## config.mk

```make
export PLATFORM = sky130hd
export DESIGN_NAME = match_sequencer
export DESIGN_NICKNAME = d
export VERILOG_FILES = /design/src/rtl/match_pkg.sv /design/src/rtl/sec_prescaler.sv /design/src/rtl/match_sequencer.sv
export SDC_FILE = /design/constraint.sdc
export NUM_CORES = 1
export LEC_CHECK = 0
export ABC_AREA = 1
export BUFFER_PORTS_ARGS = -buffer_cell sky130_fd_sc_hd__buf_4
export CELL_PAD_IN_SITES_DETAIL_PLACEMENT = 1
export CELL_PAD_IN_SITES_GLOBAL_PLACEMENT = 1
export CORE_ASPECT_RATIO = 1.5
export CORE_MARGIN = 2
export CORE_UTILIZATION = 40
export CTS_CLUSTER_SIZE = 24
export DETAILED_ROUTE_END_ITERATION = 8
export GPL_TIMING_DRIVEN = 0
export HOLD_SLACK_MARGIN = 0.08
export PLACE_DENSITY_LB_ADDON = 0.1
export SKIP_LAST_GASP = 1
export SYNTH_ARGS = -nofsm -noshare
export SYNTH_HDL_FRONTEND = slang
export SYNTH_SLANG_ARGS = --single-unit
```

## constraint.sdc

```tcl
create_clock -name clk -period 4.3 [get_ports clk]
set_input_delay 0.645 -clock clk [delete_from_list [all_inputs] [get_ports clk]]
set_output_delay 0.645 -clock clk [all_outputs]
set_load 0.005 [all_outputs]
```

## src/rtl/match_pkg.sv

```systemverilog
// Shared types and helpers for the quidditch match sequencer: state encoding,
// datapath widths and the saturating score increment.
package match_pkg;

   typedef enum logic [2:0] {
      IDLE    = 3'd0,
      KICKOFF = 3'd1,
      PLAY    = 3'd2,
      PAUSE   = 3'd3,
      OVER    = 3'd4
   } match_state_e;

   localparam int TIME_W  = 8;
   localparam int SCORE_W = 7;

   function automatic logic [SCORE_W-1:0] satInc(input logic [SCORE_W-1:0] value,
                                                  input logic [SCORE_W-1:0] limit);
      return (value >= limit) ? limit : value + SCORE_W'(1);
   endfunction

endpackage

```

## src/rtl/sec_prescaler.sv

```systemverilog
// Game-second prescaler: counts 0..CLK_FREQ-1 while run is high and pulses
// tick on the terminal count; clear forces the count back to zero.
module sec_prescaler #(
   parameter int CLK_FREQ = 50000000
) (
   input  logic clk,
   input  logic rst_n,
   input  logic clear,
   input  logic run,
   output logic tick
);

   localparam int CW = (CLK_FREQ > 1) ? $clog2(CLK_FREQ) : 1;
   localparam logic [CW-1:0] TERMINAL = CW'(CLK_FREQ - 1);

   logic [CW-1:0] cnt_q, cnt_d;

   // tick must not depend on clear: clear is derived from the next state,
   // which itself depends on tick
   assign tick = run && (cnt_q == TERMINAL);

   always_comb begin
      cnt_d = cnt_q;
      if (clear) begin
         cnt_d = '0;
      end else if (run) begin
         cnt_d = tick ? '0 : cnt_q + CW'(1);
      end
   end

   always_ff @(posedge clk or negedge rst_n) begin
      if (!rst_n) begin
         cnt_q <= '0;
      end else begin
         cnt_q <= cnt_d;
      end
   end

endmodule

```

## src/rtl/match_sequencer.sv

```systemverilog
// Match-level controller: sequences idle/kickoff/play/pause/over, owns the timer
// and scores. Optional sudden death on a tied expiry: MATCH_SEQUENCER_GOLDEN_GOAL_EN.
module match_sequencer
   import match_pkg::*;
#(
   parameter int CLK_FREQ           = 50000000,
   parameter int MATCH_SECONDS      = 90,
   parameter int GOAL_PAUSE_SECONDS = 2,
   parameter int KICKOFF_CYCLES     = 16,
   parameter int MAX_SCORE          = 99
) (
   input  logic                clk,
   input  logic                rst_n,
   input  logic                start_button,
   input  logic                goal_team1,
   input  logic                goal_team2,
   output logic                play_enable,
   output logic                reset_positions,
   output logic [TIME_W-1:0]   time_left,
   output logic [SCORE_W-1:0]  team1_score,
   output logic [SCORE_W-1:0]  team2_score,
   output logic                game_over,
   output logic [2:0]          match_state
);

   localparam int KW = (KICKOFF_CYCLES > 1) ? $clog2(KICKOFF_CYCLES) : 1;
   localparam logic [KW-1:0]      KICK_LAST  = KW'(KICKOFF_CYCLES - 1);
   localparam logic [3:0]         PAUSE_LAST = 4'(GOAL_PAUSE_SECONDS - 1);
   localparam logic [TIME_W-1:0]  MATCH_T    = TIME_W'(MATCH_SECONDS);
   localparam logic [SCORE_W-1:0] MAX_S      = SCORE_W'(MAX_SCORE);

   match_state_e        state_q, state_d;
   logic                startDly_q;
   logic [TIME_W-1:0]   timeLeft_q, timeLeft_d;
   logic [SCORE_W-1:0]  score1_q, score1_d, score2_q, score2_d;
   logic [KW-1:0]       kickCnt_q, kickCnt_d;
   logic [3:0]          pauseSec_q, pauseSec_d;
   logic                startEvent, secTick, prescClear, prescRun, expire;
`ifdef MATCH_SEQUENCER_GOLDEN_GOAL_EN
   logic                sudden_q, sudden_d;
`endif

   assign startEvent = start_button && !startDly_q;
   assign prescRun   = (state_q == PLAY) || (state_q == PAUSE);
   assign prescClear = (state_d != state_q);

   sec_prescaler #(.CLK_FREQ(CLK_FREQ)) u_prescaler (
      .clk   (clk),
      .rst_n (rst_n),
      .clear (prescClear),
      .run   (prescRun),
      .tick  (secTick)
   );

   // Scores are updated before the transition decision so that a goal landing
   // on the final tick or on the saturating value is both counted and acted on.
   always_comb begin
      state_d    = state_q;
      timeLeft_d = timeLeft_q;
      score1_d   = score1_q;
      score2_d   = score2_q;
      kickCnt_d  = '0;
      pauseSec_d = '0;
      expire     = 1'b0;
`ifdef MATCH_SEQUENCER_GOLDEN_GOAL_EN
      sudden_d   = sudden_q;
`endif
      case (state_q)
         IDLE, OVER: begin
            if (startEvent) begin
               score1_d   = '0;
               score2_d   = '0;
               timeLeft_d = MATCH_T;
`ifdef MATCH_SEQUENCER_GOLDEN_GOAL_EN
               sudden_d   = 1'b0;
`endif
               state_d    = KICKOFF;
            end
         end
         KICKOFF: begin
            kickCnt_d = kickCnt_q + KW'(1);
            if (kickCnt_q == KICK_LAST) state_d = PLAY;
         end
         PLAY: begin
            expire = secTick && (timeLeft_q == TIME_W'(1));
            if (secTick && (timeLeft_q != '0)) timeLeft_d = timeLeft_q - TIME_W'(1);
            if (goal_team1) score1_d = satInc(score1_q, MAX_S);
            if (goal_team2) score2_d = satInc(score2_q, MAX_S);
            if ((score1_d == MAX_S) || (score2_d == MAX_S)) begin
               state_d = OVER;
            end else if (expire) begin
`ifdef MATCH_SEQUENCER_GOLDEN_GOAL_EN
               if (score1_d == score2_d) sudden_d = 1'b1;
               else                      state_d  = OVER;
`else
               state_d = OVER;
`endif
            end else if (goal_team1 || goal_team2) begin
`ifdef MATCH_SEQUENCER_GOLDEN_GOAL_EN
               state_d = sudden_q ? OVER : PAUSE;
`else
               state_d = PAUSE;
`endif
            end
         end
         PAUSE: begin
            pauseSec_d = pauseSec_q;
            if (secTick) begin
               pauseSec_d = pauseSec_q + 4'd1;
               if (pauseSec_q == PAUSE_LAST) state_d = KICKOFF;
            end
         end
         default: state_d = IDLE;
      endcase
   end

   always_ff @(posedge clk or negedge rst_n) begin
      if (!rst_n) begin
         state_q    <= IDLE;
         startDly_q <= 1'b0;
         timeLeft_q <= MATCH_T;
         score1_q   <= '0;
         score2_q   <= '0;
         kickCnt_q  <= '0;
         pauseSec_q <= '0;
      end else begin
         state_q    <= state_d;
         startDly_q <= start_button;
         timeLeft_q <= timeLeft_d;
         score1_q   <= score1_d;
         score2_q   <= score2_d;
         kickCnt_q  <= kickCnt_d;
         pauseSec_q <= pauseSec_d;
      end
   end

`ifdef MATCH_SEQUENCER_GOLDEN_GOAL_EN
   always_ff @(posedge clk or negedge rst_n) begin
      if (!rst_n) sudden_q <= 1'b0;
      else        sudden_q <= sudden_d;
   end
`endif

   assign play_enable     = (state_q == PLAY);
   assign reset_positions = (state_q == IDLE) || (state_q == KICKOFF);
   assign game_over       = (state_q == OVER);
   assign match_state     = state_q;
   assign time_left       = timeLeft_q;
   assign team1_score     = score1_q;
   assign team2_score     = score2_q;

endmodule

```

## After elaboration in Yosys (flattened, before gate mapping)

Index checks and enable logic that the tools add are counted.

| word-level totals | value |
|---|---|
| flip-flop bits (word level) | 60 |
| input bits | 5 |

| cells by class | value |
|---|---|
| $add $sub $neg | 6 |
| $lt $le $gt $ge | 2 |
| eq/ne operators | 14 |
| mux-type cells | 26 |
| reductions and logical operators | 16 |

Operators by type and width:

| kind | number |
|---|---|
| 2-to-1 mux 26 bit | 3 |
| 2-to-1 mux 7 bit | 7 |
| case mux 7 bit (2 select lines) | 2 |
| adder 26 x 1 -> 26 bit, second input constant | 1 |
| equality test 26 bit, second input constant | 1 |
| 2-to-1 mux 3 bit | 7 |
| 2-to-1 mux 8 bit | 2 |
| case mux 8 bit (2 select lines) | 1 |
| adder 7 x 1 -> 7 bit, second input constant | 2 |
| equality test 7 bit, second input constant | 2 |
| >= comparator 7 bit, second input constant | 2 |
| 2-to-1 mux 4 bit | 3 |
| case mux 3 bit (4 select lines) | 1 |
| adder 4 x 1 -> 4 bit, second input constant | 2 |
| equality test 8 x 1 -> 1 bit, second input constant | 1 |
| nonzero test 8 bit | 1 |
| subtractor 8 x 1 -> 8 bit, second input constant | 1 |
| equality test 3 x 2 -> 1 bit, second input constant | 2 |
| equality test 4 x 1 -> 1 bit, second input constant | 1 |
| equality test 4 bit, second input constant | 1 |
| logical AND 1 bit | 4 |
| logical OR 1 bit | 4 |
| inequality test 2 bit, second input constant | 2 |
| nonzero test 2 bit | 2 |
| other kinds (9) | 9 |

## Longest topological paths before layout

| logic depth | value |
|---|---|
| word-level depth | 10 |
| mapped depth | 15 |
| gate-level depth less buffers | 14 |

## Hierarchy

From an unflattened synthesis, not the netlist that was laid out.

| unflattened totals | value |
|---|---|
| cells, all modules | 525 |
| area, all modules | 3,851.2 um^2 |

By module, submodules not included:

| module | instances | cells an instance | area each (um^2) | sequential area each (um^2) |
|---|---|---|---|---|
| match_sequencer | 1 | 274 | 2,059.5 | 855.8 |
| sec_prescaler | 1 | 251 | 1,791.7 | 650.6 |

## Worst setup path before layout

Ideal clock, no wire load.

| path | value |
|---|---|
| kind | register to register |
| from | register score1_q[0] (netlist: team1_score[0]) |
| to | register u_prescaler.cnt_q[12] |
| setup time | 71 ps |
| arrival time | 1,791 ps |
| data required time | 4,229 ps |
| setup slack | 2,437 ps |
| cell stages (with the launch flop) | 16 |
| path buffers | 1 |
| period minus slack after synthesis | 1,863 ps |
| path through | dfrtp_1 > ha_1 > nor2_1 > nand3_1 > nand2_1 > nand2_1 > nor2_1 > nor2_1 > nand2_2 > nand3_2 > nand2_1 > nand2_1 > nand2_2 > nand2_4 > buf_6 > nor2_1 |

| on the way | value |
|---|---|
| longest elaborated chain between the ends | 10 |

Ends and longest elaborated chain:

| item | line | RTL |
|---|---|---|
| from (decl) | match_sequencer.sv:35 | `logic [SCORE_W-1:0] score1_q, score1_d, score2_q, score2_d;` |
| from (signal assigned) | match_sequencer.sv:130 | `score1_q <= score1_d;` |
| adder 7 x 1 -> 7 bit or >= comparator 7 bit (tied branches) | match_pkg.sv:18 | `return (value >= limit) ? limit : value + SCORE_W'(1);` |
| 2-to-1 mux 7 bit | match_pkg.sv:18 |  |
| 2-to-1 mux 7 bit * | match_sequencer.sv:87 | `if (goal_team1) score1_d = satInc(score1_q, MAX_S);` |
| 2-to-1 mux 7 bit * | match_sequencer.sv:68 | `case (state_q)` |
| equality test 7 bit * | match_sequencer.sv:89 | `if ((score1_d == MAX_S) \|\| (score2_d == MAX_S)) begin` |
| logical OR 1 bit * | match_sequencer.sv:89 |  |
| 2-to-1 mux 3 bit * | match_sequencer.sv:89 |  |
| case mux 3 bit (4 select lines) * | match_sequencer.sv:68 |  |
| named net state_d[0] | match_sequencer.sv:32 | `match_state_e state_q, state_d;` |
| inequality test 3 bit * | match_sequencer.sv:45 | `assign prescClear = (state_d != state_q);` |
| 2-to-1 mux 26 bit or nonzero test 2 bit (tied branches) | n/a |  |
| to (signal assigned) | sec_prescaler.sv:35 | `cnt_q <= cnt_d;` |
| to (decl) | sec_prescaler.sv:16 | `logic [CW-1:0] cnt_q, cnt_d;` |

Mark *: on every way through the listed nets, which the timed path passes. The rest lies on a longest branch. The select of a mux whose other input is x is not followed.
A chain may end at the register's enable or synchronous reset.

## Worst setup path in the final report

| path | value |
|---|---|
| from | register state_q[2] (netlist: match_state[2]) |
| to | output play_enable |

| on the way | value |
|---|---|
| longest elaborated chain between the ends | 1 |

Ends and longest elaborated chain:

| item | line | RTL |
|---|---|---|
| from (decl) | match_sequencer.sv:32 |  |
| from (signal assigned) | match_sequencer.sv:127 | `state_q <= state_d;` |
| equality test 3 x 2 -> 1 bit | match_sequencer.sv:144 | `assign play_enable = (state_q == PLAY);` |
| to (decl) | match_sequencer.sv:17 | `output logic play_enable,` |

Every way passes these cells.

==> impl_metrics.yaml <==
worst_setup_path:
  arrival_ps: 1710
  r2r_end: "u_prescaler.cnt_q[25]"
  r2r-start: "u_prescaler.cnt_q[0]"
  path_max_fanout: 10
  critPathCaptureType: "output pin"
  r2r_setup_slack_ps: 1990
  worst-setup-path-type: "register to output pin"
  worstSetupStartpointType: "register"
  critPathRequiredTime_ps: 3650
  worst-r2r-cell-count: 11
routing:
  post-route-drc-count: 0
  vias: 3780
  firstDrtPassIters: 5
  wirelength_mm: 11.3
  wl_met2_mm: 6.46
  drtIter0Drc: 123
  top_layer: "met4"
  drtAntennaViolNets: 0
  routedWlPerCell_um: 15.8
  wl_met3_um: 294
  viasPerCell: 5.28
  met1Wirelength_mm: 4.20
logic_synthesis:
  synth_area_um2: 3840
  synth_cells: 556
  synth_cell_types: 35
  yosys-top-cells-area: "dfrtp_1 36%, nand2_1 12%, inv_1 8.8%"
  ys_seq_area_share_pct: 39.2
  syn_area_per_cell_um2: 6.91
  yosysTopAreaCell: "dfrtp_1"
  yosys_warnings: 0
  netlist.area_leader.share_pct: 36.5
  yosys_register_bits: 60
  synth_fp_nets: 569
floorplan:
  rows: 43
  io_pins: 33
  core-area_um2: 9310
  initial_core_util_pct: 41.3
  die_height_um: 124
  dieArea_um2: 10400
  die_w_um: 84.0
pwr:
  p_leak_nw: 2.13
  cellPowerDensity_nw_per_um2: 384
  clockPowerShare_pct: 43.1
  power_switching_w: 0.000502
  swShare_pct: 28.9
  pwr-share-seq_pct: 38.7
  vdd_drop_max_mv: 0.208
  internal_power_w: 0.00124
  p_comb_share_pct: 18.3
run_status:
  status: "finished, final reports clean"
clocking:
  tritoncts: "built"
  clk_pin_slew_ps: 60
  cts_root_buf: "clkbuf_16"
  hold_buffers: 0
  clock-sinks: 60
  clkLatencyLatePin_ps: 330
  htreeDepth: 3
  postCtsSetupRepairBufs: 0
  post_cts_resized: 0
  clockBufferDepth: 2
  numCtsBuffers: 9
timing:
  slew_headroom_pct: 47.6
  tns_ps: 0
  rsz0062_at_grt: "no"
  setup_viol: 0
  fin_crit_sh_pct: 54.8
  final-hold-violation-count: 0
  finClkSkew_ps: 10.3
  period_minus_slack_ps: 2360
  tightestPinTransition_ps: 786
  finalMaxSlewViolations: 0
  max_freq_ghz: 0.424
final_layout:
  drive_above_1_share_pct: 13.4
  nets: 612
  mostFrequentLayoutCells: "120 x nand2_1, 90 x inv_1, 85 x nor2_1, 56 x dfrtp_1, 40 x nand3_1"
  layout.cells.non_filler: 716
  n_antenna_cell: 0
  syn_to_final_growth_pct: 17.9
  final_common_cell: "nand2_1"
global_routing:
  grt-ovfl-total: 0
  track_usage_pct: 23.0
  grt_pass1_wl_mm: 18.9
  grt_antenna_before_repair: 0
  grt_max_degree: 61
  grt_pass1_vias: 3992
placement:
  dp_cells: 700
  hpwlAfterDp_mm: 8.62
  gp_congestion: 0.909
  io_buffers: 32
run:
  drv_cap: 0
worst_hold_path:
  min_path_type: "primary input to async pin"
power by group through the flow:
stage	registers [W]	logic (W)	clock network [W]
final	0.000672	0.000318	0.000749
after global routing	0.000681	0.000367	0.000785
after CTS	0.000672	0.000326	0.000770
after detailed placement	0.000682	0.000324	0
after global placement	0.000679	0.000312	0
after floorplan	0.000671	0.000199	0
sequential cells by signal, indices dropped and copies added (netlist names):
register and flops:
kickCnt_q 4, time_left 8, team1_score 7, pauseSec_q 4
startDly_q 1, match_state 3, u_prescaler.cnt_q 26, team2_score 7
cells by family (layout without fill, tap and decap cells):
| kind of cell | count (synthesis) | after routing | synth area share (%) |
|---|---|---|---|
| flops | 60 | 60 | 39.2 |
| xor+xnor | 11 | 11 | 2.51 |
| simple gates | 299 | 299 | 34.3 |
| fa+ha+maj | 8 | 8 | 2.60 |
| buf+inv | 102 | 150 | 10.4 |
| compound gates | 76 | 76 | 10.9 |
layer usage:
| metal | vias to the layer above | GRT usage, % |
|---|---|---|
| li1 | 1858 | - |
| met1 | 1840 | 23.5 |
| met2 | 57 | 45.4 |
| met3 | 25 | 3.64 |
| met4 | 0 | 10.3 |
| met5 | - | 0 |
how the worst max path moves through the flow:
stage,from,slack [ps],to
final,match_state[2],1940,play_enable
after global routing,team2_score[0],1760,u_prescaler.cnt_q[25]
after CTS,match_state[2],1930,play_enable
after detailed placement,goal_team1,1940,u_prescaler.cnt_q[25]
after global placement,goal_team1,1960,u_prescaler.cnt_q[20]
after floorplan,team1_score[0],2440,u_prescaler.cnt_q[12]
per-stage QoR:
stage                     worst slack [ps]  total power [W]  hold slack, ps  area, µm²  utilization, %
final                                 1940          0.00174             386       4530            48.7
after global routing                  1760          0.00183             428       4530            48.7
after CTS                             1930          0.00177             420       4530            48.7
after detailed placement              1940          0.00101             465       4220            45.4
after global placement                1960         0.000991             448       4220            45.4
after floorplan                       2440         0.000870             349       3840               -
area by class of cell:
class / instances / area [µm²]
Buffer: 9 / 52.6
Clock buffer: 15 / 278
Clock inverter: 1 / 30.0
Fill cell: 1237 / 4780
Inverter: 93 / 349
Multi-Input combinational cell: 394 / 1940
Sequential cell: 60 / 1510
Tap cell: 112 / 140
Timing Repair Buffer: 32 / 240
critical path: stages, from the launching register on:
cell	delay (ps)
dfrtp_1	430
inv_2	100
nand2_1	120
nor2_1	280
buf_2	300
buf_4	150
cells in the mapped netlist:
master,number
or2_2,4
nor4_1,1
clkbuf_1,4
ha_1,8
nand3_1,40
nand3b_1,4
a32o_1,1
nor2_1,85
nor3_1,10
o21ai_1,3
nor2_2,11
inv_1,90
xor2_1,9
o21ai_0,39
o2111ai_1,1
o22ai_1,8
xnor2_1,2
nand2_1,120
a21o_1,1
nand4_1,14
a211oi_1,2
nor3_2,3
buf_6,2
inv_2,3
dfrtp_1,56
o31ai_1,1
nand2_4,1
nand3_2,1
a21oi_1,14
o211ai_1,2
buf_2,3
a31oi_1,4
or3_1,1
nand2_2,4
dfstp_2,4
Power figures use the tool's default switching activity.
